--- config.mk ---
export PLATFORM = sky130hd
export DESIGN_NAME = tmds_channel_decoder
export DESIGN_NICKNAME = d
export VERILOG_FILES = /design/src/rtl/tmds_channel_decoder.sv
export SDC_FILE = /design/constraint.sdc
export NUM_CORES = 1
export LEC_CHECK = 0
export ABC_AREA = 1
export BUFFER_PORTS_ARGS = -buffer_cell sky130_fd_sc_hd__buf_2
export CORE_MARGIN = 1
export CORE_UTILIZATION = 55
export DETAILED_ROUTE_END_ITERATION = 10
export HOLD_SLACK_MARGIN = 0.15
export MAX_ROUTING_LAYER = met4
export PLACE_DENSITY = 0.73
export SLEW_MARGIN = 0
export SYNTH_ARGS = -nofsm -noshare
export SYNTH_HDL_FRONTEND = slang
export SYNTH_SLANG_ARGS = --single-unit
--- constraint.sdc ---
create_clock -name clk -period 2.7 [get_ports clk]
set_clock_uncertainty 0.1 [all_clocks]
set_input_delay 0.135 -clock clk [delete_from_list [all_inputs] [get_ports clk]]
set_output_delay 0.135 -clock clk [all_outputs]
set_load 0.01 [all_outputs]
--- src/rtl/tmds_channel_decoder.sv ---
// rtl/tmds_channel_decoder.sv - TMDS channel receiver: token-based word alignment and 10b->8b decode
module tmds_channel_decoder #(
  parameter int TOKEN_RUN      = 16,
  parameter int SEARCH_TIMEOUT = 4096,
  parameter int LOSS_TIMEOUT   = 4096
) (
  input  logic       clk,
  input  logic       resetn,
  input  logic [9:0] i_raw,
  output logic [7:0] o_data,
  output logic [1:0] o_ctrl,
  output logic       o_de,
  output logic       o_locked,
  output logic [3:0] o_offset
);

  localparam logic [12:0] RUN_LAST    = 13'(TOKEN_RUN - 1);
  localparam logic [12:0] SEARCH_LAST = 13'(SEARCH_TIMEOUT - 1);
  localparam logic [12:0] LOSS_LAST   = 13'(LOSS_TIMEOUT - 1);

  typedef enum logic [0:0] {SEARCH, LOCKED} state_t;

  state_t      state, state_n;
  logic [3:0]  offset, offset_n;
  logic [12:0] run_cnt, run_n, idle_cnt, idle_n;
  logic [9:0]  prev_raw;
  logic [7:0]  data_n;
  logic [1:0]  ctrl_n;
  logic        de_n;

  logic [19:0] hist;
  logic [9:0]  w;
  logic        is_token;
  logic [1:0]  tok_ctrl;
  logic [7:0]  t;
  logic [7:0]  d;
  logic [12:0] run_inc, idle_inc;

  // Bit 0 of each word arrives first, so the older word occupies the low half.
  assign hist = {i_raw, prev_raw};
  assign w    = hist[offset +: 10];

  always_comb begin
    is_token = 1'b1;
    tok_ctrl = 2'b00;
    case (w)
      10'b1101010100: tok_ctrl = 2'b00;
      10'b0010101011: tok_ctrl = 2'b01;
      10'b0101010100: tok_ctrl = 2'b10;
      10'b1010101011: tok_ctrl = 2'b11;
      default:        is_token = 1'b0;
    endcase
  end

  assign t = w[9] ? ~w[7:0] : w[7:0];

  always_comb begin
    d    = 8'h00;
    d[0] = t[0];
    for (int i = 1; i < 8; i++) begin
      d[i] = w[8] ? (t[i] ^ t[i-1]) : ~(t[i] ^ t[i-1]);
    end
  end

  assign run_inc  = (run_cnt == 13'h1FFF) ? run_cnt : run_cnt + 13'd1;
  assign idle_inc = (idle_cnt == 13'h1FFF) ? idle_cnt : idle_cnt + 13'd1;

  always_comb begin
    state_n  = state;
    offset_n = offset;
    run_n    = run_cnt;
    idle_n   = idle_cnt;
    data_n   = o_data;
    ctrl_n   = o_ctrl;
    de_n     = o_de;
    case (state)
      SEARCH: begin
        data_n = 8'h00;
        ctrl_n = 2'b00;
        de_n   = 1'b0;
        // Lock has priority over a coincident search timeout.
        if (is_token && run_cnt == RUN_LAST) begin
          state_n = LOCKED;
          run_n   = 13'd0;
          idle_n  = 13'd0;
        end else if (idle_cnt == SEARCH_LAST) begin
          offset_n = (offset == 4'd9) ? 4'd0 : offset + 4'd1;
          run_n    = 13'd0;
          idle_n   = 13'd0;
        end else if (is_token) begin
          run_n  = run_inc;
          idle_n = 13'd0;
        end else begin
          run_n  = 13'd0;
          idle_n = idle_inc;
        end
      end
      LOCKED: begin
        if (is_token) begin
          ctrl_n = tok_ctrl;
          de_n   = 1'b0;
          data_n = 8'h00;
          idle_n = 13'd0;
        end else if (idle_cnt == LOSS_LAST) begin
          state_n = SEARCH;
          run_n   = 13'd0;
          idle_n  = 13'd0;
          de_n    = 1'b0;
          data_n  = 8'h00;
          ctrl_n  = 2'b00;
        end else begin
          data_n = d;
          de_n   = 1'b1;
          idle_n = idle_inc;
        end
      end
      default: state_n = SEARCH;
    endcase
  end

  always_ff @(posedge clk) begin
    if (!resetn) begin
      state    <= SEARCH;
      offset   <= 4'd0;
      run_cnt  <= 13'd0;
      idle_cnt <= 13'd0;
      prev_raw <= 10'd0;
      o_data   <= 8'h00;
      o_ctrl   <= 2'b00;
      o_de     <= 1'b0;
    end else begin
      state    <= state_n;
      offset   <= offset_n;
      run_cnt  <= run_n;
      idle_cnt <= idle_n;
      prev_raw <= i_raw;
      o_data   <= data_n;
      o_ctrl   <= ctrl_n;
      o_de     <= de_n;
    end
  end

  assign o_locked = (state == LOCKED);
  assign o_offset = offset;

endmodule

# After elaboration in Yosys (flattened, before gate mapping)
# Cells that the tools add are included.
[classes]
eq_ne = 13
shift = 1
n_addsub = 3
reduce_logical = 4
n_bitwise = 17
mux = 37
[ops]
columns = ["operator", "count"]
rows = [
  ["$mux 13", 12],
  ["$pmux 13 s2", 2],
  ["$add 13x1->13 const B", 2],
  ["$eq 13x13->1 const B", 2],
  ["$mux 8", 3],
  ["$eq 10x10->1 const B", 2],
  ["$shiftx 20x5->10", 1],
  ["$pmux 8 s2", 1],
  ["$eq 13x12->1 const B", 1],
  ["$eq 13x4->1 const B", 1],
  ["$mux 1", 12],
  ["$eq 10x8->1 const B", 1],
  ["$eq 10x9->1 const B", 1],
  ["$not 1->1", 9],
  ["$not 8->8", 1],
  ["$xor 1x1->1", 7],
  ["$pmux 2 s3", 1],
  ["$reduce_and 3->1", 2],
  ["$ne 5x5->1 const B", 1],
  ["$add 4x1->4 const B", 1],
  ["$eq 4x4->1 const B", 1],
  ["$mux 2", 2],
  ["$mux 4", 1],
  ["$pmux 1 s2", 2],
  ["other kinds (6)", 6],
]
[totals]
word_cells = 83
register_bits = 52
output_inout_bits = 16
inputBits = 12

# Longest topological paths before layout
# Gate-level depths: netlist (run 1).
[depth]
ltp_word = 9
ltp_mapped = 21
depth_no_buf = 20

# Worst setup path before layout (run 1)
# No wires, ideal clock.
[synth_timing]
path_kind = "register to register"
from = "register offset[0] (netlist: o_offset[0])"
to = "register run_cnt[8]"
path_slack_ps = 62
arrival_time_ps = 2470
period_less_slack_ps = 2638
path_stages_with_launch = 20
required_ps = 2531
setup_time_ps = 69
n_path_buf = 3
path_cell_list = "dfxtp_1 > inv_2 > buf_6 > buf_6 > o21ai_1 > nand2_1 > nand3_1 > o21ai_0 > nand2_1 > o21a_1 > ha_1 > nand2_1 > nor2_1 > nand2_8 > nand2_8 > nand2_2 > nand2_4 > buf_12 > nand2_2 > a21oi_2"
[synth_between]
elab_chain_cells = 8
word_cells_on_any_way = 15
cone_classes = "eq/ne (6); shift (1); mux (5); reduce/logical (3)"
[synth_rtl]
columns = ["element", "line_no", "source"]
rows = [
  ["start, declared", "24", "logic [3:0] offset, offset_n;"],
  ["start signal, assigned", "133", "offset <= offset_n;"],
  ["$shiftx 20x5->10 (*)", "41", "assign w = hist[offset +: 10];"],
  ["$eq 10x10->1, or another cell as far along", "46", "case (w)"],
  ["$reduce_or 4->1 (no source line) (*)", "-", ""],
  ["$mux 1 (*)", "46", ""],
  ["$mux 13", "90", "end else if (is_token) begin"],
  ["$mux 13", "86", "end else if (idle_cnt == SEARCH_LAST) begin"],
  ["$mux 13", "82", "if (is_token && run_cnt == RUN_LAST) begin"],
  ["$pmux 13 s2", "76", "case (state)"],
  ["end signal, assigned", "134", "run_cnt <= run_n;"],
  ["end, declared", "25", "logic [12:0] run_cnt, run_n, idle_cnt, idle_n;"],
]
# Every way passes the cells marked *; elsewhere a longest branch is shown, timed or not.
# A chain may end at the register's enable or synchronous reset.

# Final worst setup path (run 1)
[layout_timing]
from = "register offset[0] (netlist: o_offset[0])"
to = "register run_cnt[4]"
# Same word-level chain as after synthesis.

==> results.py, run 1 <==
metrics = {
    "synth": {
        "ys_warn_count": 0,
        "syn-num-nets": 544,
        "synth_ff_type": "dfxtp_1",
        "syn_area_per_cell_um2": 6.64,
        "synth_seq_area_share_pct": 30.0,
        "postSynthCellCount": 522,
        "synthArstFlopShare_pct": 0,
        "ys_seq_elements": 52,
        "synth_cell_types": 40,
        "netlist_area_um2": 3470,
        "synth_edf_count": 0,
    },
    "setup_path": {
        "worstPathCellList": "inv_8 > buf_6 > nand2_2 > and2_4 > nand2_2 > nand2_2 > o21ai_2 > nand2_1 > nand3_1 > ha_1 > nand2_1 > nor2_1 > buf_4 > nand2_8 > nand3_4 > nand2_8 > nand2_8 > buf_4 > a21oi_2 > nor2_1",
        "cpLargestDelayFamily": "simple AND/OR/NAND/NOR gates",
        "critPathRequiredTime_ps": 2810,
        "crit_buf_inv": 4,
        "critPathSlowestCell": "dfxtp_4",
        "crit_path_start_kind": "flop",
        "cpPeakStageDelay_ps": 470,
        "cp.arrival_ps": 2770,
        "critical_path.endpoint_type": "flop",
        "crit_fanout": 7,
        "critPathKind": "flop to flop",
    },
    "grt": {
        "first_global_vias": 3340,
        "track_usage_pct": 28.7,
        "antenna_found_initial": 0,
        "overflow": 0,
        "grt_pass1_wl_um": 14400,
        "grt_max_degree": 25,
    },
    "cts": {
        "cts_inserted_buffers": 5,
        "cts_sinks": 52,
        "cts-root-buf": "clkbuf_8",
        "cts_tree": "built",
        "clk_path_buf_depth": 2,
        "cts_htree_levels": 2,
        "clk_pin_slew_ps": 100,
        "clk_latency_ps": 320,
    },
    "floorplan": {
        "die_area_um2": 6630,
        "start_util_pct": 57.9,
        "fp.dieW_um": 81.4,
        "die_h_um": 81.4,
        "io_pins": 28,
        "num_rows": 28,
        "core_area_um2": 5990,
    },
    "detailed_routing": {
        "drt-initial-drc-count": 273,
        "drt-total-wl_um": 9890,
        "routed_via_density": 5.58,
        "drt_pass1_iterations": 9,
        "wl_per_cell_um": 14.7,
        "drc": 0,
        "ant_nets": 0,
        "vias": 3752,
    },
    "placement": {
        "gp_congestion": 0.922,
        "dpl.hpwl_um": 6250,
        "port_buffers": 27,
    },
    "final_layout": {
        "area_growth_pct": 34.7,
        "final_nets": 619,
        "layout_commonest_cell": "nand2_1",
        "drive_gt1_share_pct": 36.5,
        "diodes": 0,
        "layout_common_cells": "nand2_1, dfxtp_1, nor2_1",
    },
    "hold_path": {
        "min-delay-path-class": "input port to flop",
    },
    "sta": {
        "setup_viol_count_final": 0,
        "fmax_ghz": 0.376,
        "fin_crit_sh_pct": 98.5,
        "fin_crit_ps": 2660,
        "maxSlewHeadroom_pct": 56.0,
        "worstMarginPinSlew_ps": 659,
        "drv_slew": 0,
        "tns_ps": 0,
        "final_hold_viol_count": 0,
        "rsz0062_at_grt": "yes",
    },
    "power": {
        "p_total_mw": 1.55,
        "p_leak_nw": 2.09,
        "power.density_nw_per_um2": 332,
        "ir_drop_uv": 307,
    },
    "job": {
        "drv_cap": 0,
    },
    "run_status": {
        "status": "complete, no violations",
    },
}
cell families after synthesis:
group	synth area share [%]
XOR/XNOR	3.79
AO/OA/AOI/OAI	10.1
AND/OR/NAND/NOR	43.5
buffers and inverters	8.98
flip-flops	30.0
adder cells (fa/ha/maj)	3.61
final cells by class:
type,instances,area [um^2]
Timing Repair Buffer,81,652
Clock inverter,3,46.3
Tap cell,75,93.8
Clock buffer,5,68.8
Fill cell,431,1320
Multi-Input combinational cell,401,2540
Timing Repair inverter,2,11.3
Sequential cell,52,1050
Inverter,54,216
flip-flops by register name, summed over array words and instances, names as in the netlist:
register,count
o_de,1
idle_cnt,13
o_locked,1
prev_raw,10
o_offset,4
o_ctrl,2
run_cnt,13
o_data,8
cells in the mapped netlist, types with 2 or more instances:
master | number | area (um^2)
nand2_4 | 5 | 56.3
o21ai_1 | 6 | 30.0
o21ai_0 | 17 | 85.1
nor3_4 | 2 | 32.5
and2_1 | 2 | 12.5
clkbuf_1 | 7 | 26.3
o22ai_1 | 2 | 12.5
xor2_1 | 12 | 105
a21oi_1 | 17 | 85.1
nor3_1 | 9 | 45.0
ha_1 | 10 | 125
nand4_1 | 12 | 75.1
nor2_1 | 48 | 180
dfxtp_1 | 52 | 1040
inv_2 | 8 | 30.0
nand3_1 | 53 | 265
buf_2 | 2 | 10.0
nand2_8 | 2 | 40.0
buf_1 | 2 | 7.51
a21oi_2 | 9 | 78.8
nor2_2 | 4 | 25.0
buf_6 | 2 | 22.5
inv_1 | 46 | 173
buf_4 | 3 | 22.5
and2_0 | 2 | 12.5
nand2_1 | 155 | 582
or2_2 | 5 | 31.3
nand3_2 | 6 | 60.1
nand2_2 | 9 | 56.3
xnor2_1 | 3 | 26.3
per-stage QoR:
| step | hold WS, ps | cells | cell area (um^2) | setup slack [ps] | util [%] |
|---|---|---|---|---|---|
| after floorplan | 128 | 522 | 3470 | 61.6 | - |
| after global placement | 243 | 641 | 3870 | -79.5 | 64.6 |
| after detailed placement | 246 | 641 | 3870 | -142 | 64.6 |
| after CTS | 183 | 661 | 4130 | -8.46 | 68.9 |
| after global routing | 203 | 673 | 4670 | -114 | 78.0 |
| final | 189 | 673 | 4670 | 40.6 | 78.0 |
report_power, final:
group          internal, mW  switching, mW
clock                 0.282          0.288
sequential            0.777        0.00872
combinational        0.0849          0.110
total                  1.14          0.406
worst register-to-register path, delay by kind of cell (launching register included):
family	cells	cell delay [ps]
AND/OR/NAND/NOR	13	1150
AO/OA/AOI/OAI	2	170
adder cells (fa/ha/maj)	1	220
buffers and inverters	4	460
flip-flops	1	470
path summary, 6_finish.rpt:
kind         slack [ps]    startpoint  cells past startpoint            to
max                  40   o_offset[0]                     20    run_cnt[4]
min                 190        resetn                      4   prev_raw[4]
max reg2reg          40   o_offset[0]                     20    run_cnt[4]
min reg2reg         390  idle_cnt[11]                      2  idle_cnt[11]
routing by layer:
metal / vias up / global-route usage, % / part of all wire, %
met3: 50 / 4.44 / 5.0
met2: 139 / 50.8 / 51
met1: 1730 / 32.2 / 40
met4: 0 / 11.4 / 4.2
met5: - / - / 0
li1: 1833 / - / -
timing repair:
item | in CTS | in global routing
hold endpoints to repair | 10 | 0
pin swaps | 1 | 14
hold buffers | 10 | 0
gates resized for setup | 7 | 116
setup buffers | 0 | 8
setup endpoints to repair | 37 | 39
cloned | 2 | 4
(Power assumes the default switching activity.)
==> run 2, diff against run 1 <==
--- a/config.mk
+++ b/config.mk
@@ -7,12 +7,15 @@
 export LEC_CHECK = 0
 export ABC_AREA = 1
 export BUFFER_PORTS_ARGS = -buffer_cell sky130_fd_sc_hd__buf_2
+export CAP_MARGIN = 20
 export CORE_MARGIN = 1
 export CORE_UTILIZATION = 55
 export DETAILED_ROUTE_END_ITERATION = 10
 export HOLD_SLACK_MARGIN = 0.15
 export MAX_ROUTING_LAYER = met4
 export PLACE_DENSITY = 0.73
+export SETUP_SLACK_MARGIN = 0.05
+export SKIP_CTS_REPAIR_TIMING = 1
 export SLEW_MARGIN = 0
 export SYNTH_ARGS = -nofsm -noshare
 export SYNTH_HDL_FRONTEND = slang
==> run 2 against run 1 <==
Clock power barely moved; critical path type unchanged; largest power group unchanged; sequential cell count did not move; sequential power barely moved; cell count rose by 0.45%; core utilization did not move; via count rose by 1.1%.
==> results.py, run 2 (synthesis gave the netlist of run 1 again) <==
metrics = {
    "sta": {
        "final_hold_viol_count": 0,
        "fin_crit_ps": 2680,
        "worstMarginPinSlew_ps": 636,
        "maxSlewHeadroom_pct": 57.5,
        "fmax_ghz": 0.374,
        "fin_ws_ps": 24.7,
        "drv_slew": 0,
        "rsz0062_at_grt": "yes",
        "setup_viol_count_final": 0,
        "fin_crit_sh_pct": 99.1,
    },
    "placement": {
        "port_buffers": 27,
        "dpl.hpwl_um": 6250,
        "placed_cell_area_um2": 3870,
        "pre_cts_ws_ps": -142,
        "gp_congestion": 0.922,
    },
    "setup_path": {
        "critPathRequiredTime_ps": 2840,
        "critPathSlowestCell": "dfxtp_4",
        "critical_path.endpoint_type": "flop",
        "worstPathCellList": "buf_12 > nand2_1 > and2_4 > nand2_4 > nand2_4 > o21ai_4 > nand2_1 > nand3_2 > ha_2 > nand2_1 > nor2_1 > buf_4 > nand2_8 > nand2_8 > nand2_2 > nand3_4 > nand2_1 > a21oi_1",
        "crit_fanout": 7,
        "worstRegToRegCells": 18,
        "crit_path_start_kind": "flop",
        "cp.arrival_ps": 2810,
        "critPathKind": "flop to flop",
        "cpPeakStageDelay_ps": 460,
        "cp_common_cell": "nand2_1",
    },
    "cts": {
        "clk_path_buf_depth": 2,
        "cts-root-buf": "clkbuf_8",
        "clk_latency_ps": 320,
        "clk_pin_slew_ps": 100,
        "cts_inserted_buffers": 5,
        "cts_htree_levels": 2,
        "cts_tree": "built",
        "cts_sinks": 52,
    },
    "final_layout": {
        "drive_gt1_share_pct": 35.9,
        "area_growth_pct": 34.7,
        "multiInputGateArea_um2": 2520,
        "diodes": 0,
        "fin_area_um2": 4670,
        "regArea_um2": 1040,
        "final_nets": 622,
        "top_regs": "idle_cnt: 13 flops, run_cnt: 13 flops, prev_raw: 10 flops",
        "fin_util_pct": 78.0,
        "layout_common_cells": "nand2_1, dfxtp_1, nor2_1",
        "layout_commonest_cell": "nand2_1",
        "fillerInstances": 437,
    },
    "power": {
        "power.density_nw_per_um2": 333,
        "p_total_mw": 1.56,
        "ir_drop_uv": 283,
        "p_leak_nw": 2.10,
    },
    "detailed_routing": {
        "vias": 3792,
        "drt-total-wl_um": 10000,
        "routed_via_density": 5.61,
        "wl_per_cell_um": 14.9,
        "ant_nets": 0,
        "drc": 0,
        "drt_pass1_iterations": 5,
        "drt-initial-drc-count": 237,
    },
    "floorplan": {
        "die_h_um": 81.4,
        "num_rows": 28,
        "fp.dieW_um": 81.4,
        "start_util_pct": 57.9,
        "core_area_um2": 5990,
        "die_area_um2": 6630,
        "io_pins": 28,
    },
    "grt": {
        "first_global_vias": 3246,
        "grt_pass1_wl_um": 14000,
        "grt_max_degree": 25,
        "overflow": 0,
        "antenna_found_initial": 0,
        "track_usage_pct": 27.9,
    },
    "hold_path": {
        "min-delay-path-class": "input port to flop",
        "holdPathStages": 4,
    },
    "run_status": {
        "status": "complete, no violations",
    },
    "job": {
        "drv_cap": 0,
    },
}
## run 2: cell count changes in the layout (fill, tap and decap cells not counted), sizes merged
cell,delta
buf,+3
clkinvlp,-1
nand2,+1
## run 2: worst max-delay path: cells and delay by family (launching register included)
family | cells | cell delay (ps)
fa+ha+maj | 1 | 190
compound gates | 2 | 310
simple gates | 13 | 1240
flops | 1 | 460
buf+inv | 2 | 290
## run 2: worst paths after layout
| path | startpoint | end | slack (ps) |
|---|---|---|---|
| hold / removal | resetn | prev_raw[6] | 190 |
| setup reg to reg | o_offset[0] | o_offset[1] | 20 |
| hold reg to reg | idle_cnt[11] | idle_cnt[11] | 390 |
| setup / recovery | o_offset[0] | o_offset[1] | 20 |
## run 2: layout make-up
type / instances / area share (%)
tap: 75 / 2.01
multi-input combinational: 402 / 53.8
timing repair buffer: 84 / 14.6
sequential: 52 / 22.4
timing repair inverter: 1 / 0.134
clock buffer: 5 / 1.47
clock inverter: 3 / 0.991
inverter: 54 / 4.58
## run 2: metal layers
layer / global-route usage [%] / vias up / wire length [um]
met4: 9.82 / 0 / 272
met2: 49.8 / 121 / 5250
met1: 31.4 / 1794 / 4050
li1: - / 1845 / -
met5: - / - / 0
met3: 4.44 / 32 / 477
## run 2: through the flow
stage               cells  TNS, ps  hold WS [ps]
CTS                   649    -2360         -83.4
global route          676    -3270           204
finish                676        0           191
detailed placement    641    -1430           246
global placement      641     -335           243
floorplan             522        0           128
## run 2: where the power goes
part / switching (mW) / total [mW] / internal, mW
combinational: 0.110 / 0.197 / 0.0872
sequential: 0.00813 / 0.786 / 0.778
clock: 0.291 / 0.573 / 0.282
total: 0.409 / 1.56 / 1.15
==> run 3, diff against run 2 <==
--- a/config.mk
+++ b/config.mk
@@ -13,7 +13,7 @@
 export DETAILED_ROUTE_END_ITERATION = 10
 export HOLD_SLACK_MARGIN = 0.15
 export MAX_ROUTING_LAYER = met4
-export PLACE_DENSITY = 0.73
+export PLACE_DENSITY = 0.7
 export SETUP_SLACK_MARGIN = 0.05
 export SKIP_CTS_REPAIR_TIMING = 1
 export SLEW_MARGIN = 0
==> constraint.sdc (replaced) <==
create_clock -name clk -period 3.15 [get_ports clk]
set_clock_uncertainty 0.1 [all_clocks]
set_input_delay 0.1575 -clock clk [delete_from_list [all_inputs] [get_ports clk]]
set_output_delay 0.1575 -clock clk [all_outputs]
set_load 0.01 [all_outputs]
==> run 3 against run 2 <==
Clock power decreased by 17%; core utilization decreased by 13 points; sequential power decreased by 14%; critical path depth unchanged; non-clock buffer count decreased by 35; global-route usage decreased by 1.2 points; first-iteration DRC count decreased by 9.3%; combinational power decreased by 38%; critical path type unchanged; largest power group unchanged.
==> results.py, run 3 (synthesis gave the netlist of run 1 again) <==
metrics = {
    "sta": {
        "whs_ps": 205,
        "fmax_ghz": 0.338,
        "worstMarginPinSlew_ps": 485,
        "rsz0062_at_grt": "no",
        "setup_viol_count_final": 0,
        "tns_ps": 0,
        "fin_crit_ps": 2960,
        "drv_slew": 0,
        "fin_crit_sh_pct": 94.0,
        "fin_ws_ps": 190,
        "final_hold_viol_count": 0,
        "maxSlewHeadroom_pct": 67.6,
    },
    "final_layout": {
        "area_growth_pct": 12.7,
        "layout_common_cells": "nand2_1, nand3_1, dfxtp_1",
        "fillerInstances": 564,
        "drive_gt1_share_pct": 18.1,
        "layout_commonest_cell": "nand2_1",
        "diodes": 0,
        "top_regs": "idle_cnt: 13 flops, run_cnt: 13 flops, prev_raw: 10 flops",
        "fin_area_um2": 3910,
        "final_nets": 583,
    },
    "job": {
        "drv_cap": 0,
    },
    "run_status": {
        "status": "complete, no violations",
    },
    "cts": {
        "clk_path_buf_depth": 2,
        "clk_latency_ps": 310,
        "cts-root-buf": "clkbuf_8",
        "clk_pin_slew_ps": 100,
        "cts_sinks": 52,
        "cts_htree_levels": 2,
        "cts_tree": "built",
        "cts_inserted_buffers": 5,
    },
    "setup_path": {
        "cp.arrival_ps": 3100,
        "critPathRequiredTime_ps": 3290,
        "crit_path_start_kind": "flop",
        "crit_fanout": 10,
        "rrSetupSlack_ps": 190,
        "critical_path.endpoint_type": "flop",
        "critPathKind": "flop to flop",
    },
    "placement": {
        "pre_cts_ws_ps": 182,
        "gp_congestion": 0.910,
        "port_buffers": 27,
        "dpl.hpwl_um": 6030,
        "placed_cell_area_um2": 3650,
    },
    "detailed_routing": {
        "drt-initial-drc-count": 215,
        "drc": 0,
        "drt-total-wl_um": 8290,
        "vias": 3405,
        "drt_pass1_iterations": 5,
        "routed_via_density": 5.35,
        "wl_per_cell_um": 13.0,
        "ant_nets": 0,
    },
    "floorplan": {
        "start_util_pct": 57.9,
        "fp.dieW_um": 81.4,
        "die_h_um": 81.4,
        "num_rows": 28,
        "io_pins": 28,
        "core_area_um2": 5990,
        "die_area_um2": 6630,
    },
    "power": {
        "p_leak_nw": 1.80,
        "ir_drop_uv": 232,
        "power.density_nw_per_um2": 325,
    },
    "grt": {
        "overflow": 0,
        "grt_max_degree": 24,
        "first_global_vias": 3073,
        "track_usage_pct": 26.7,
        "antenna_found_initial": 0,
        "grt_pass1_wl_um": 13400,
    },
    "hold_path": {
        "min-delay-path-class": "input port to flop",
    },
}
## run 3: cell count changes in the layout (fill, tap and decap cells not counted), moves of 6 or more
cell / change
buf_4: -24
nand2_1: +22
nand3_1: +18
nand2_2: -16
nand3_2: -15
nand2_4: -7
o21ai_2: -7
buf_6: -6
ha_1: +6
inv_1: +6
o21ai_0: +6
## run 3: through the flow
step / utilization (%) / power [mW] / cells
floorplan: - / 0.766 / 522
global placement: 60.9 / 0.798 / 615
detailed placement: 60.9 / 0.799 / 615
CTS: 62.8 / 1.27 / 623
global route: 65.2 / 1.32 / 637
finish: 65.2 / 1.27 / 637
## run 3: metal layers
metal | routed length [um] | vias up | global-route usage [%]
met4 | 191 | 0 | 7.68
met5 | 0 | - | -
met2 | 4070 | 86 | 46.4
met3 | 348 | 23 | 4.89
met1 | 3680 | 1535 | 31.3
li1 | - | 1761 | -
## run 3: layout make-up
type                       instances  area [um^2]  share of cell area [%]
multi-input combinational        399         2130                    54.5
clock inverter                     2         38.8                   0.993
inverter                          54          205                    5.25
tap                               75         93.8                    2.40
timing repair buffer              49          325                    8.33
sequential                        52         1040                    26.6
clock buffer                       6         72.6                    1.86
## run 3: critical path, stage by stage, from the launching register on
cell     delay [ps]
dfxtp_1         350
buf_4           180
or2_2           290
o21ai_1         120
nand2_1          70
nand3_1          80
o21ai_0         130
nand2_1         110
o21a_1          180
inv_1            60
ha_1            180
nand4_1         100
inv_1            80
nand3_4         150
nand2_8          90
a21oi_4         270
buf_4           160
nand3_1          50
a21oi_1         130
## run 3: final timing paths
kind                startpoint           end  cells past startpoint
setup / recovery   o_offset[0]   o_offset[0]                     18
hold / removal          resetn   prev_raw[7]                      3
setup reg to reg   o_offset[0]   o_offset[0]                     18
hold reg to reg   idle_cnt[11]  idle_cnt[11]                      2
## run 3: power by group
part	switching, mW	total [mW]	leakage [nW]	internal [mW]
Clock	0.234	0.475	0.0558	0.241
Combinational	0.0743	0.123	1.32	0.0485
Sequential	0.00666	0.674	0.422	0.667
